File: src/rtl/dma_copy.sv
// rtl/dma_copy.sv - single-channel word copy engine: read a source word, write it to the destination, repeat
module dma_copy #(
    parameter int AW = 16,
    parameter int LW = 9
) (
    input  logic          cpu_clk,
    input  logic          rst,
    input  logic          start,
    input  logic          abort,
    input  logic [AW-1:0] src,
    input  logic [AW-1:0] dst,
    input  logic [LW-1:0] len,
    output logic          bus_req,
    input  logic          bus_gnt,
    output logic [AW-1:0] adrs,
    output logic          we,
    output logic [15:0]   to_mem,
    output logic          drive,
    input  logic [15:0]   from_mem,
    output logic          busy,
    output logic          done,
    output logic [LW-1:0] remaining
);

    localparam logic [2:0] IDLE = 3'd0;
    localparam logic [2:0] REQ  = 3'd1;
    localparam logic [2:0] RADR = 3'd2;
    localparam logic [2:0] RCAP = 3'd3;
    localparam logic [2:0] WR   = 3'd4;
    localparam logic [2:0] FIN  = 3'd5;

    logic [2:0]    state;
    logic [AW-1:0] src_ptr;
    logic [AW-1:0] dst_ptr;
    logic [LW-1:0] rem;
    logic [15:0]   data;
    // abort may arrive mid-word; remember it until the next word boundary
    logic          abort_pend;

    // copy sequencer: pointers, word count, captured data and pending abort
    always_ff @(posedge cpu_clk or posedge rst) begin
        if (rst) begin
            state      <= IDLE;
            src_ptr    <= '0;
            dst_ptr    <= '0;
            rem        <= '0;
            data       <= '0;
            abort_pend <= 1'b0;
        end else begin
            if (abort && (state == RADR || state == RCAP)) begin
                abort_pend <= 1'b1;
            end
            case (state)
                IDLE: begin
                    abort_pend <= 1'b0;
                    if (start) begin
                        src_ptr <= src;
                        dst_ptr <= dst;
                        rem     <= len;
                        state   <= (len == '0) ? FIN : REQ;
                    end
                end
                REQ: begin
                    if (abort || abort_pend) begin
                        state <= FIN;
                    end else if (bus_gnt) begin
                        state <= RADR;
                    end
                end
                RADR: state <= RCAP;
                RCAP: begin
                    data  <= from_mem;
                    state <= WR;
                end
                WR: begin
                    src_ptr <= src_ptr + 1'b1;
                    dst_ptr <= dst_ptr + 1'b1;
                    rem     <= rem - 1'b1;
                    if (rem == LW'(1) || abort || abort_pend) begin
                        state <= FIN;
                    end else if (!bus_gnt) begin
                        state <= REQ;
                    end else begin
                        state <= RADR;
                    end
                end
                FIN: begin
                    abort_pend <= 1'b0;
                    state      <= IDLE;
                end
                default: state <= IDLE;
            endcase
        end
    end

    // bus outputs decode from state only, so reset clears them without waiting for a clock
    always_comb begin
        drive   = (state == RADR) || (state == RCAP) || (state == WR);
        we      = (state == WR);
        bus_req = (state == REQ) || drive;
        adrs    = '0;
        to_mem  = '0;
        if (state == RADR || state == RCAP) begin
            adrs = src_ptr;
        end else if (state == WR) begin
            adrs   = dst_ptr;
            to_mem = data;
        end
        busy      = (state != IDLE);
        done      = (state == FIN);
        remaining = rem;
    end

endmodule

File: config.mk
export PLATFORM = sky130hd
export DESIGN_NAME = dma_copy
export DESIGN_NICKNAME = d
export VERILOG_FILES = /design/src/rtl/dma_copy.sv
export SDC_FILE = /design/constraint.sdc
export NUM_CORES = 1
export LEC_CHECK = 0
export BUFFER_PORTS_ARGS = -buffer_cell sky130_fd_sc_hd__buf_2
export CAP_MARGIN = 20
export CORE_MARGIN = 2
export CORE_UTILIZATION = 40
export DETAILED_ROUTE_END_ITERATION = 8
export PLACE_DENSITY_LB_ADDON = 0.3
export SYNTH_ARGS = -nofsm -noshare
export SYNTH_HDL_FRONTEND = slang
export SYNTH_SLANG_ARGS = --single-unit
File: constraint.sdc
create_clock -name cpu_clk -period 3.78 [get_ports cpu_clk]
set_clock_uncertainty 0.15 [all_clocks]
set_input_delay 0.378 -clock cpu_clk [delete_from_list [all_inputs] [get_ports cpu_clk]]
set_output_delay 0.378 -clock cpu_clk [all_outputs]
set_load 0.01 [all_outputs]
==> run metrics <==
commonest non-fill, non-tap cells in the layout=sky130_fd_sc_hd__buf_2, sky130_fd_sc_hd__dfrtp_1, sky130_fd_sc_hd__a21oi_1; FF-to-FF Start=state[2]; setup slack of the worst register-to-register path=1.07 ns; Power Total=0.00397 W; most common library cell in the layout ignoring fill and taps=sky130_fd_sc_hd__buf_2; unrepaired setup endpoints after global routing=false; Final min period=3.10 ns; share of synthesized registers carrying an async set or reset=100%; Final Slew Violations=0; Critical Path Max Stage Delay=0.73 ns; Worst-Margin Slew=0.954 ns; wire length per cell=17.6 µm; Power Density=856 nW/µm²; Iteration-0 DRC Markers=357; kind of start point of the critical path=flop; worst reg2reg path endpoint=src_ptr[15]; number of warnings printed during yosys synthesis=0; via count of the first global-routing pass=3678; number of H-tree levels=3; mean instance size in the synthesized netlist=8.98 µm²; overall fraction of global-route tracks in use=22.4%; most common flop cell mapped by yosys=sky130_fd_sc_hd__dfrtp_1; critical path data required time=3.25 ns; crit path max fanout=52; count of buffers added by post-CTS timing repair for setup=0; total of endpoints with negative setup slack in the final report=0; area growth from synthesis to layout=19.7%; part of the total power dissipated in combinational logic=47.3%; flip-flop and latch count after synthesis=61; number of antenna violations at the first check in global routing=0; Min Hold Slack=0.107 ns; worst relative slew slack=36.3%; clock root buffer master=sky130_fd_sc_hd__clkbuf_8; aggregate global routing overflow=0; sequential share of the synthesized area=39.4%; type of the setup path with the least slack=flop to output port; Vias=3840; Max Cap Viol=0; cells along the critical path=or3b_1, inv_2, nand2_1, nand2_1, buf_2; maximum clock frequency=323 MHz; critical path endpoint category=output port; post-route fraction of the period consumed by the critical path=81.9%; TritonCTS Buffers=9; ANT nets after route=0; Total Die Area=10500 µm²; cell occurring most often along the worst timing path=sky130_fd_sc_hd__nand2_1; synthesized net count=498; total leakage power=2.08 nW; net switching component of the power=0.00180 W; cell area after technology mapping=3880 µm²; number of nets in the layout=584; half-perimeter wire length of the detailed placement result=7810 µm; clock share of power=15.8%; Register-to-Register Path Depth=6; CTS tree=done; result of the run=completed; die outline height=102 µm; number of synthesized flops with an enable pin=0; capture point of the critical path=adrs[14]; number of optimization iterations in the first detailed-route pass=5; post-route DRC violation count=0; sum of negative setup slack=0 ns; wire length of the first global-routing pass=18200 µm; maximum ir drop on the vdd rail=0.389 mV; largest buffer count on any clock path=2; worst path arrival time=2.57 ns; number of buffers inserted by port buffering=107; CTS sink count=61; number of buffers inserted by hold repair at cts=0; ratio of cells with drive above 1 in the final layout=29.1%; Hold Vio Cnt, Final=0; number of rows created at floorplan=35; Seq pwr share=36.9%; Post-CTS Resized=0; cell with the biggest individual delay on the critical path=sky130_fd_sc_hd__dfrtp_1; insertion delay of the later-clocked pin in the worst-skew pair=0.34 ns; switch share=45.2%; effective utilization at floorplan=41.6%; clock-pin transition on the worst setup and hold timing paths=0.07 ns; # IOs=108; Int Power=0.00217 W; placeable core region=9330 µm²; Final Wtd Congestion=0.836; number of distinct library cells after synthesis=55; vias per inst=5.89; maximum number of pins on one net before global-route repair=53; Post-Synthesis Cells=432; routed wire length=11500 µm; n_diodes=0; critical path startpoint=state[2]; kind of path behind the tightest hold check=primary input to asynchronous set/reset pin; Die Wd=102 µm
==> worst max-delay path: cells and delay by family, from the launching register on <==
kind | cells | cell delay (ns)
buffers and inverters | 2 | 0.77
and+or+nand+nor | 3 | 0.72
DFF | 1 | 0.73
==> stage by stage <==
stage / setup WS (ns) / cell area, µm² / util [%] / instances
final: 0.683 / 4640 / 49.7 / 652
after global routing: 0.493 / 4640 / 49.7 / 652
after CTS: 0.701 / 4640 / 49.7 / 652
after detailed placement: 1.08 / 4430 / 47.5 / 636
after global placement: 1.13 / 4430 / 47.5 / 636
after floorplan: 1.74 / 3880 / - / 432
==> power by group through the flow <==
stage	sequential [W]	combinational [W]	clock, W
CTS	0.00145	0.00188	0.000637
detailed placement	0.00146	0.00187	0
finish	0.00146	0.00188	0.000628
global placement	0.00145	0.00182	0
global route	0.00153	0.00209	0.000674
floorplan	0.00125	0.00151	0
==> cells in the mapped netlist (all sizes together) (3+ instances only) <==
| master | count | area (µm²) |
|---|---|---|
| nor2b | 3 | 18.8 |
| a21oi | 37 | 185 |
| nand2 | 30 | 115 |
| nand4 | 14 | 87.6 |
| nor3 | 6 | 30.0 |
| mux2i | 8 | 80.1 |
| a311oi | 11 | 96.3 |
| o221ai | 5 | 43.8 |
| o22ai | 21 | 131 |
| ha | 4 | 50.1 |
| nand3 | 13 | 65.1 |
| buf | 23 | 135 |
| and3 | 5 | 31.3 |
| o21ai | 17 | 85.1 |
| o211ai | 3 | 22.5 |
| nor2 | 33 | 124 |
| o22a | 11 | 96.3 |
| a211oi | 6 | 45.0 |
| nor4 | 9 | 86.3 |
| clkbuf | 16 | 61.3 |
| inv | 9 | 33.8 |
| and2 | 23 | 144 |
| mux2 | 16 | 180 |
| and4 | 4 | 35.0 |
| a22o | 15 | 131 |
| dfrtp | 61 | 1530 |
==> state kept, by name, indices dropped and copies added (netlist names) <==
name,cells
data,16
src_ptr,16
remaining,9
dst_ptr,16
abort_pend,1
state,3
==> final cells by class <==
type | instances | area, µm²
multi-input combinational | 323 | 2120
timing repair buffer | 114 | 588
inverter | 9 | 33.8
clock buffer | 11 | 131
clock inverter | 5 | 75.1
tap | 129 | 161
sequential | 61 | 1530
fill | 874 | 4690
==> worst min path at each step <==
stage | end | slack [ns] | depth (start not counted) | start
after global routing | data[2] | 0.10 | 2 | from_mem[2]
after global placement | data[2] | 0.33 | 1 | data[2]
final | data[6] | 0.11 | 2 | rst
after detailed placement | data[15] | 0.34 | 1 | data[15]
after CTS | data[2] | 0.11 | 2 | from_mem[2]
after floorplan | data[10] | 0.32 | 1 | data[10]
==> metal layers <==
layer	part of all wire, %	wire length (µm)	up-vias	track usage [%]
li1	-	-	1810	-
met1	42	4830	1859	30.2
met2	49	5660	153	35.5
met3	7.1	812	18	4.24
met4	1.6	187	0	8.92
met5	0	0	-	0
==> cell families (layout without fill, tap and decap cells) <==
kind of cell	after synthesis	after routing	synth area share (%)
AO/OA/AOI/OAI	142	142	25.1
flip-flops	61	61	39.4
adder cells (fa/ha/maj)	4	4	1.29
AND/OR/NAND/NOR	150	150	20.9
buffers and inverters	48	139	5.94
multiplexers	24	24	6.71
XOR/XNOR	3	3	0.678
No activity file was read; power rests on OpenSTA's default activity.
